<file path="config.mk">
export PLATFORM = sky130hd
export DESIGN_NAME = rf_writeback
export DESIGN_NICKNAME = d
export VERILOG_FILES = /design/src/rtl/rf_wb_pkg.sv /design/src/rtl/rf_writeback_fifo.sv /design/src/rtl/rf_writeback.sv
export SDC_FILE = /design/constraint.sdc
export NUM_CORES = 1
export LEC_CHECK = 0
export CAP_MARGIN = 20
export CELL_PAD_IN_SITES_DETAIL_PLACEMENT = 1
export CELL_PAD_IN_SITES_GLOBAL_PLACEMENT = 2
export CORE_AREA = 3 3 185 187
export DETAILED_ROUTE_END_ITERATION = 10
export DIE_AREA = 0 0 188 190
export PLACE_DENSITY_LB_ADDON = 0.3
export SYNTH_ARGS = -nofsm -noshare
export SYNTH_HDL_FRONTEND = slang
export SYNTH_SLANG_ARGS = --single-unit
export TNS_END_PERCENT = 5
</file>
<file path="constraint.sdc">
create_clock -name clk -period 3.28 [get_ports clk]
set_input_delay 0.984 -clock clk [delete_from_list [all_inputs] [get_ports clk]]
set_output_delay 0.984 -clock clk [all_outputs]
set_load 0.05 [all_outputs]
</file>
<file path="src/rtl/rf_wb_pkg.sv">
// Shared types for the register-file writeback block.
// Optional forwarding ports are enabled with `define RF_WB_FWD_EN.
package rf_wb_pkg;
  localparam int XLEN   = 32;
  localparam int REG_AW = 5;
  localparam int NREG   = 32;

  typedef struct packed {
    logic              vld;
    logic [REG_AW-1:0] rd;
    logic [XLEN-1:0]   data;
  } wb_entry_t;

  function automatic logic [NREG-1:0] rd_onehot(
    input logic [REG_AW-1:0] rd
  );
    logic [NREG-1:0] oh;
    oh     = '0;
    oh[rd] = 1'b1;
    return oh;
  endfunction
endpackage

</file>
<file path="src/rtl/rf_writeback_fifo.sv">
// Pending LSU result queue with per-entry invalidate-by-rd.
// Optional forwarding in the top is enabled with `define RF_WB_FWD_EN.
module wb_fifo
  import rf_wb_pkg::*;
#(
  parameter int DEPTH = 4
) (
  input  logic              clk,
  input  logic              rst_n,
  input  logic              push,
  input  wb_entry_t         push_entry,
  input  logic              pop,
  output wb_entry_t         head,
  input  logic              inv_en,
  input  logic [REG_AW-1:0] inv_rd,
  output logic              full,
  output logic              empty,
  output logic [NREG-1:0]   mask
);
  localparam int AW = $clog2(DEPTH);
  localparam int CW = $clog2(DEPTH + 1);

  wb_entry_t         mem [DEPTH];
  logic [AW-1:0]     wr_ptr;
  logic [AW-1:0]     rd_ptr;
  logic [CW-1:0]     cnt;

  assign full  = (cnt == CW'(DEPTH));
  assign empty = (cnt == '0);
  assign head  = mem[rd_ptr];

  // Popped slots drop vld so vld alone marks a live pending write.
  always_ff @(posedge clk or negedge rst_n) begin
    if (!rst_n) begin
      for (int i = 0; i < DEPTH; i++) mem[i] <= '0;
      wr_ptr <= '0;
      rd_ptr <= '0;
      cnt    <= '0;
    end else begin
      for (int i = 0; i < DEPTH; i++) begin
        if (inv_en && mem[i].rd == inv_rd) mem[i].vld <= 1'b0;
      end
      if (pop) begin
        mem[rd_ptr].vld <= 1'b0;
        rd_ptr          <= rd_ptr + 1'b1;
      end
      if (push) begin
        mem[wr_ptr] <= push_entry;
        wr_ptr      <= wr_ptr + 1'b1;
      end
      unique case ({push, pop})
        2'b10:   cnt <= cnt + 1'b1;
        2'b01:   cnt <= cnt - 1'b1;
        default: cnt <= cnt;
      endcase
    end
  end

  always_comb begin
    mask = '0;
    for (int i = 0; i < DEPTH; i++) begin
      if (mem[i].vld) mask = mask | rd_onehot(mem[i].rd);
    end
    mask[0] = 1'b0;
  end
endmodule

</file>
<file path="src/rtl/rf_writeback.sv">
// Merges ALU and LSU results into one register-file write per cycle.
// `define RF_WB_FWD_EN adds write-then-read forwarding ports.
module rf_writeback
  import rf_wb_pkg::*;
#(
  parameter int DEPTH = 4
) (
  input  logic              clk,
  input  logic              rst_n,
  input  logic              alu_valid,
  input  logic [REG_AW-1:0] alu_rd,
  input  logic [XLEN-1:0]   alu_data,
  input  logic              lsu_valid,
  output logic              lsu_ready,
  input  logic [REG_AW-1:0] lsu_rd,
  input  logic [XLEN-1:0]   lsu_data,
  output logic              rf_en,
  output logic [REG_AW-1:0] rf_rd,
  output logic [XLEN-1:0]   rf_wdata,
`ifdef RF_WB_FWD_EN
  input  logic [REG_AW-1:0] fwd_rs1,
  input  logic [REG_AW-1:0] fwd_rs2,
  output logic              fwd_hit1,
  output logic              fwd_hit2,
  output logic [XLEN-1:0]   fwd_data1,
  output logic [XLEN-1:0]   fwd_data2,
`endif
  output logic [NREG-1:0]   pending_mask
);
  logic            full;
  logic            empty;
  logic [NREG-1:0] fifo_mask;
  wb_entry_t       head;
  wb_entry_t       lsu_entry;
  logic            lsu_xfer;
  logic            alu_sel;
  logic            pop;
  logic            byp;
  logic            push;

  logic              en_d;
  logic [REG_AW-1:0] rd_d;
  logic [XLEN-1:0]   wd_d;

  assign lsu_ready = !full;
  assign lsu_xfer  = lsu_valid && lsu_ready;
  assign alu_sel   = alu_valid && (alu_rd != '0);
  assign pop       = !alu_sel && !empty;
  assign byp       = !alu_sel && empty && lsu_xfer &&
                     (lsu_rd != '0);
  assign push      = lsu_xfer && (lsu_rd != '0) && !byp;
  assign lsu_entry = '{vld: 1'b1, rd: lsu_rd, data: lsu_data};

  wb_fifo #(.DEPTH(DEPTH)) u_fifo (
    .clk        (clk),
    .rst_n      (rst_n),
    .push       (push),
    .push_entry (lsu_entry),
    .pop        (pop),
    .head       (head),
    .inv_en     (alu_sel),
    .inv_rd     (alu_rd),
    .full       (full),
    .empty      (empty),
    .mask       (fifo_mask)
  );

  // Idle and invalidated pops keep rd/wdata; only rf_en drops.
  always_comb begin
    en_d = 1'b0;
    rd_d = rf_rd;
    wd_d = rf_wdata;
    unique case (1'b1)
      alu_sel: begin
        en_d = 1'b1;
        rd_d = alu_rd;
        wd_d = alu_data;
      end
      pop: begin
        if (head.vld) begin
          en_d = 1'b1;
          rd_d = head.rd;
          wd_d = head.data;
        end
      end
      byp: begin
        en_d = 1'b1;
        rd_d = lsu_rd;
        wd_d = lsu_data;
      end
      default: ;
    endcase
  end

  always_ff @(posedge clk or negedge rst_n) begin
    if (!rst_n) begin
      rf_en    <= 1'b0;
      rf_rd    <= '0;
      rf_wdata <= '0;
    end else begin
      rf_en    <= en_d;
      rf_rd    <= rd_d;
      rf_wdata <= wd_d;
    end
  end

  always_comb begin
    pending_mask = fifo_mask;
    if (rf_en) pending_mask = pending_mask | rd_onehot(rf_rd);
    pending_mask[0] = 1'b0;
  end

`ifdef RF_WB_FWD_EN
  assign fwd_hit1  = rf_en && (rf_rd == fwd_rs1) && (fwd_rs1 != '0);
  assign fwd_hit2  = rf_en && (rf_rd == fwd_rs2) && (fwd_rs2 != '0);
  assign fwd_data1 = rf_wdata;
  assign fwd_data2 = rf_wdata;
`endif
endmodule

</file>
==> results.sh, run 1 <==
export IMPL_status="completed"
export IMPL_worst_hold_slack_ps=491
export IMPL_coreArea_mm2=0.0326
export IMPL_cp_cell_instances="buf_4 -> nor3b_1 -> a22oi_1 -> nand3_1 -> buf_4"
export IMPL_fmax_mhz=313
export IMPL_cts_root_buf="clkbuf_16"
export IMPL_detailed_place_area_mm2=0.0136
export IMPL_max_cap_violations=0
export IMPL_slew_limit_headroom=0.573
export IMPL_clock_transition_at_the_registers_of_the_reported_paths_ps=70
export IMPL_diodes=0
export IMPL_p_leak_uw=0.00553
export IMPL_synth_most_common_cell="dfrtp_1"
export IMPL_grt_pass1_vias=10016
export IMPL_period_needed_ps=3200
export IMPL_synth_edf_count=0
export IMPL_yosys_area_share_simple=0.125
export IMPL_slew_violations=0
export IMPL_ys_warn_count=0
export IMPL_rsz0062_at_grt="false"
export IMPL_gp_routability_congestion=0.882
export IMPL_floorplan_rows=66
export IMPL_ys_types=42
export IMPL_synth_top_flop_cell="dfrtp_1"
export IMPL_initial_utilization=0.351
export IMPL_layout_setup_ws_ps=83.0
export IMPL_power_total_uw=15700
export IMPL_p_comb_frac=0.545
export IMPL_worst_path_max_delay_cell="dfrtp_1"
export IMPL_cp_slowest_stage_delay_ps=520
export IMPL_dp_hpwl_um=26400
export IMPL_critical_path_endpoint_type="output pin"
export IMPL_synth_mux_area_fraction=0.222
export IMPL_antenna_left=0
export IMPL_clock_insertion_delay_worst_skew_ps=450
export IMPL_cts_root_to_sink_buffers=2
export IMPL_min_delay_path_class="reg2reg"
export IMPL_total_of_flip_flops_plus_latches_after_synthesis=197
export IMPL_part_of_the_total_power_dissipated_in_sequential_elements=0.317
export IMPL_synth_top_area_share=0.431
export IMPL_synth_seq_area_share=0.431
export IMPL_sw_frac_of_total=0.448
export IMPL_largest_family_of_logic_cells_by_synthesized_area="multiplexers"
export IMPL_crit_reg2reg_launch="u_fifo.rd_ptr[0]"
export IMPL_route_detailed_vias_per_inst=5.77
export IMPL_ctsHoldBuffers=0
export IMPL_power_share_clock=0.138
export IMPL_required_ps=2300
export IMPL_grt_antenna_before_repair=2
export IMPL_timing_final_setup_violations=0
export IMPL_r2r_end="rf_wdata[11]"
export IMPL_critPathMostFrequentCell="buf_4"
export IMPL_htreeDepth=4
export IMPL_finalHoldViolations=0
export IMPL_global_route_overflow_total=0
export IMPL_final_routed_drc_violation_total=0
export IMPL_worst_reg_to_reg_setup_slack_ps=870
export IMPL_synth_cells_most_frequent="dfrtp_1 (197), mux2_2 (127), o21ai_0 (79)"
export IMPL_nets=1230
export IMPL_detailed_route_via_count=9211
export IMPL_final_layout_size_suffix_gt1_frac=0.278
export IMPL_path_max_fanout=7
export IMPL_hold_path_end="u_fifo.mem[39]"
export IMPL_synth_xor_area_frac=0.0191
export IMPL_postCtsSetupRepairBufs=0
export IMPL_reg2reg_depth=5
export IMPL_placement_io_buffers=147
export IMPL_synth_largest_area_cell="dfrtp_1"
export IMPL_clock_sink_count=197
export IMPL_syn_avg_cell_area_um2=11.3
export IMPL_drt_iter0_drc=392
export IMPL_finish_instance_area_mm2=0.0142
export IMPL_n_fill_cell=3477
export IMPL_cells_after_dpl=1565
export IMPL_layout_cells_non_filler=1597
export IMPL_finClkSkew_ps=16.2
export IMPL_syn_num_nets=1104
export IMPL_power_per_cell_area_mw_per_mm2=1100
export IMPL_ff_latch_area_mm2=0.00493
export IMPL_area_enclosed_by_the_die_boundary_mm2=0.0357
export IMPL_drt_wl_total_um=38700
export IMPL_worstHoldStart="u_fifo.mem[39]"
export IMPL_maximum_number_of_pins_on_one_net_before_global_route_repair=84
export IMPL_timing_worst_slew_pin_value_ps=640
export IMPL_internal_power_uw=8640
export IMPL_floorplan_io_pins=149
export IMPL_area_occupied_by_multi_input_gates_mm2=0.00601
export IMPL_synthTopCellsByArea="dfrtp_1 (43%), mux2_2 (13%), mux4_2 (7.5%)"
export IMPL_start_kind="flop"
export IMPL_tritoncts="done"
export IMPL_numCtsBuffers=17
export IMPL_place_worst_setup_slack_ps=-353
export IMPL_detail_route_first_pass_iterations=5
export IMPL_floorplan_die_width_um=188
export IMPL_fp_dieH_um=190
export IMPL_mean_routed_wirelength_per_cell_um=24.2
export IMPL_net_switching_power_uw=7030
export IMPL_worst_setup_path_type="reg2out"
export IMPL_post_synth_inst_count=1016
export IMPL_synth_compound_gate_area_share=0.140
export IMPL_grt_pass1_wl_um=60900
export IMPL_syn_to_final_growth_pct=24.5
export IMPL_worst_ir_drop_vdd_mv=0.539
export IMPL_min_period_over_period=0.975
export IMPL_grt_total_usage=0.218
export IMPL_timing_critical_path_arrival_ps=2210
export IMPL_synth_async_sr_flop_share=1.00
export IMPL_syn_area_mm2=0.0114
export IMPL_synth_adder_area_share=0.0116
export IMPL_hold_path_cell_count=1
==> power groups by stage <==
| stage | Clock (µW) | Combinational [µW] | Sequential [µW] |
|---|---|---|---|
| after detailed placement | 0 | 8530 | 4980 |
| final | 2160 | 8550 | 4960 |
| after CTS | 2210 | 8590 | 4950 |
| after floorplan | 0 | 5520 | 5050 |
| after global routing | 2310 | 9180 | 5140 |
| after global placement | 0 | 8390 | 4920 |
==> worst max-delay path by stage <==
stage | startpoint | endpoint | slack [ps]
2_1_floorplan | alu_rd[2] | u_fifo.cnt[2] | 20
3_3_place_gp | alu_rd[0] | u_fifo.cnt[2] | -330
3_5_place_dp | alu_rd[0] | u_fifo.cnt[2] | -350
4_1_cts | u_fifo.mem[72] | pending_mask[4] | 50
5_1_grt | u_fifo.mem[112] | pending_mask[18] | 20
6_report | u_fifo.mem[72] | pending_mask[11] | 80
==> through the flow <==
step	setup TNS (ps)	util
2_1_floorplan	0	-
3_3_place_gp	-27870	0.417
3_5_place_dp	-32180	0.417
4_1_cts	0	0.436
5_1_grt	0	0.436
6_report	0	0.436
==> logic make-up after synthesis <==
logic type,Yosys count
muxes,187
DFF,197
and+or+nand+nor,255
adders and majority gates,10
AOI/OAI and AO/OA,226
buffers and inverters,115
other,1
xor gates and xnor gates,25
==> state kept, by name, summed over array words and instances (netlist names) <==
signal,count
u_fifo.wr_ptr,2
u_fifo.cnt,3
u_fifo.rd_ptr,2
u_fifo.mem,152
rf_rd,5
rf_en,1
rf_wdata,32
==> layout make-up <==
type / count / area share
Inverter: 9 / 0.00237
Multi-Input combinational cell: 704 / 0.422
Clock buffer: 17 / 0.0299
Clock inverter: 15 / 0.0130
Sequential cell: 197 / 0.346
Timing Repair Buffer: 213 / 0.148
Tap cell: 442 / 0.0388
==> placed cells by master, fill, tap and decap left out, types with 9 or more instances in the layout <==
cell and count:
a22oi_1 30, a31oi_1 37, and2_1 33, buf_12 17, buf_4 80, clkbuf_16 17
clkdlybuf4s50_1 114, dfrtp_1 195, ha_1 9, inv_1 9, mux2_1 22, mux2_2 127
mux4_2 38, nand2_1 33, nand3_1 36, nand3b_1 22, nor2_1 41, nor3b_1 16
nor4_1 41, o2111a_1 32, o21ai_0 79, o221ai_1 16, o22ai_1 16, xnor2_1 16
xor2_1 9
==> critical path, delay by kind of cell (launching register included) <==
family | cells | cell delay [ps]
AO/OA/AOI/OAI | 1 | 180
buffers and inverters | 2 | 450
flip-flops | 1 | 520
AND/OR/NAND/NOR | 2 | 620
==> timing repair <==
item | 4_1_cts | 5_1_grt
gates resized for setup | 0 | 4
endpoints found under the setup margin | 0 | 11
hold endpoints to repair | 0 | 0
==> routing by layer <==
layer  vias up  GRT usage  share of wire
met2       236      0.381           0.50
li1       4114          -              -
met4         4     0.0502          0.017
met1      4811      0.282           0.44
met5         -          0         0.0010
met3        46     0.0383          0.042
Note: power is estimated with default switching activity, not from simulation.
==> run 2, diff against run 1 <==
--- a/config.mk
+++ b/config.mk
@@ -8,9 +8,9 @@
 export CAP_MARGIN = 20
 export CELL_PAD_IN_SITES_DETAIL_PLACEMENT = 1
 export CELL_PAD_IN_SITES_GLOBAL_PLACEMENT = 2
-export CORE_AREA = 3 3 185 187
+export CORE_AREA = 3 3 174 176
 export DETAILED_ROUTE_END_ITERATION = 10
-export DIE_AREA = 0 0 188 190
+export DIE_AREA = 0 0 177 179
 export PLACE_DENSITY_LB_ADDON = 0.3
 export SYNTH_ARGS = -nofsm -noshare
 export SYNTH_HDL_FRONTEND = slang
==> run 2 against run 1 <==
Against the previous run: wire length decreased by 1.7%; sequential share of layout area increased by 0.60 points; fmax increased by 0.62%; design area decreased by 1.7%; worst hold slack about the same; count of clock-buffer cells in the layout increased by 2; combinational power decreased by 0.9%; via count increased by 0.35%; register-to-register slack got worse by 230 ps; final cell count decreased by 4.2%; setup slack improved by 20 ps; clock power decreased by 6%.
==> results.sh, run 2 (synthesis gave the netlist of run 1 again) <==
export IMPL_antenna_left=0
export IMPL_finClkSkew_ps=12.0
export IMPL_period_needed_ps=3180
export IMPL_path_max_fanout=11
export IMPL_power_total_uw=15400
export IMPL_worst_ir_drop_vdd_mv=0.481
export IMPL_mean_routed_wirelength_per_cell_um=24.8
export IMPL_layout_common_cells="dfrtp_1 (195), mux2_2 (127), clkdlybuf4s50_1 (111)"
export IMPL_floorplan_rows=62
export IMPL_final_layout_size_suffix_gt1_frac=0.270
export IMPL_drt_iter0_drc=526
export IMPL_worst_setup_path_type="reg2out"
export IMPL_fmax_mhz=315
export IMPL_grt_pass1_vias=9797
export IMPL_diodes=0
export IMPL_nets=1221
export IMPL_placement_io_buffers=147
export IMPL_r2r_end="rf_wdata[6]"
export IMPL_htreeDepth=4
export IMPL_syn_to_final_growth_pct=22.4
export IMPL_layout_setup_ws_ps=103
export IMPL_crit_reg2reg_launch="u_fifo.mem[113]"
export IMPL_postCtsSetupRepairBufs=0
export IMPL_timing_critical_path_arrival_ps=2190
export IMPL_status="completed"
export IMPL_grt_antenna_before_repair=3
export IMPL_route_detailed_vias_per_inst=6.04
export IMPL_regMostFlops="u_fifo.mem"
export IMPL_initial_utilization=0.397
export IMPL_tritoncts="done"
export IMPL_grt_pass1_wl_um=58300
export IMPL_min_period_over_period=0.969
export IMPL_finalHoldViolations=0
export IMPL_reg2reg_depth=6
export IMPL_detail_route_first_pass_iterations=4
export IMPL_slew_violations=0
export IMPL_start_kind="flop"
export IMPL_clock_transition_at_the_registers_of_the_reported_paths_ps=80
export IMPL_timing_worst_slew_pin_value_ps=913
export IMPL_slew_limit_headroom=0.392
export IMPL_gp_routability_congestion=0.862
export IMPL_drt_wl_total_um=38000
export IMPL_detailed_route_via_count=9243
export IMPL_max_cap_violations=0
export IMPL_clock_sink_count=197
export IMPL_dp_hpwl_um=25000
export IMPL_fp_dieH_um=179
export IMPL_worst_reg_to_reg_setup_slack_ps=640
export IMPL_power_per_cell_area_mw_per_mm2=1100
export IMPL_finish_instance_area_mm2=0.0140
export IMPL_grt_total_usage=0.241
export IMPL_clock_insertion_delay_worst_skew_ps=440
export IMPL_floorplan_die_width_um=177
export IMPL_mostFrequentLayoutCell="dfrtp_1"
export IMPL_n_fill_cell=3052
export IMPL_min_delay_path_class="reg2reg"
export IMPL_timing_final_setup_violations=0
export IMPL_largest_register_ff_count=152
export IMPL_required_ps=2300
export IMPL_coreArea_mm2=0.0288
export IMPL_numCtsBuffers=17
export IMPL_area_enclosed_by_the_die_boundary_mm2=0.0317
export IMPL_detailed_place_area_mm2=0.0134
export IMPL_largest_registers="u_fifo.mem (152), rf_wdata (32), rf_rd (5)"
export IMPL_crit_path_start="u_fifo.mem[111]"
export IMPL_critical_path_endpoint_type="output pin"
export IMPL_maximum_number_of_pins_on_one_net_before_global_route_repair=63
export IMPL_p_leak_uw=0.00547
export IMPL_fin_util=0.486
export IMPL_cts_root_buf="clkbuf_16"
export IMPL_final_routed_drc_violation_total=0
export IMPL_place_worst_setup_slack_ps=-356
export IMPL_cts_root_to_sink_buffers=2
export IMPL_floorplan_io_pins=149
export IMPL_timing_critical_path_to="pending_mask[11]"
export IMPL_global_route_overflow_total=0
[run 2: stage by stage]
step / std cells / setup TNS [ps] / hold slack, ps
5_1_grt: 1530 / -16.6 / 506
2_1_floorplan: 1016 / 0 / 459
6_report: 1530 / 0 / 491
3_3_place_gp: 1498 / -30840 / 468
3_5_place_dp: 1498 / -34340 / 479
4_1_cts: 1530 / 0 / 495
[run 2: power by group]
group / internal, µW / switching, µW
clock: 1020 / 1000
sequential: 3690 / 1230
combinational: 3760 / 4710
total: 8470 / 6940
[run 2: worst max-delay path, cell delays in order (launching register included)]
cell and delay, ps:
dfrtp_1 640, nor3b_1 550, a22oi_1 210, nand3_1 150, buf_4 210
[run 2: repair_timing]
action | in CTS | in global routing
hold buffers | 0 | 0
resized for setup | 0 | 5
endpoints found under the setup margin | 0 | 5
[run 2: how the worst min path moves through the flow]
stage / slack (ps) / from / endpoint / cells after the start
2_1_floorplan: 460 / u_fifo.mem[38] / u_fifo.mem[38] / 1
3_3_place_gp: 470 / u_fifo.mem[42] / u_fifo.mem[42] / 1
6_report: 490 / u_fifo.mem[38] / u_fifo.mem[38] / 1
5_1_grt: 510 / u_fifo.mem[49] / u_fifo.mem[49] / 1
4_1_cts: 490 / u_fifo.mem[50] / u_fifo.mem[50] / 1
3_5_place_dp: 480 / u_fifo.mem[50] / u_fifo.mem[50] / 1
[run 2: per-layer routing]
layer	wire [µm]	global-route usage
met1	16300	0.311
met2	19000	0.417
met3	1940	0.0472
met4	710	0.0645
met5	54	0
[run 2: layout make-up]
cell class	instances	area [µm²]	share of cell area
clock buffer	19	443	0.0316
clock inverter	13	119	0.00849
inverter	9	33.8	0.00241
multi-input combinational	704	6000	0.428
sequential	197	4930	0.352
tap	384	480	0.0343
timing repair buffer	204	1990	0.142
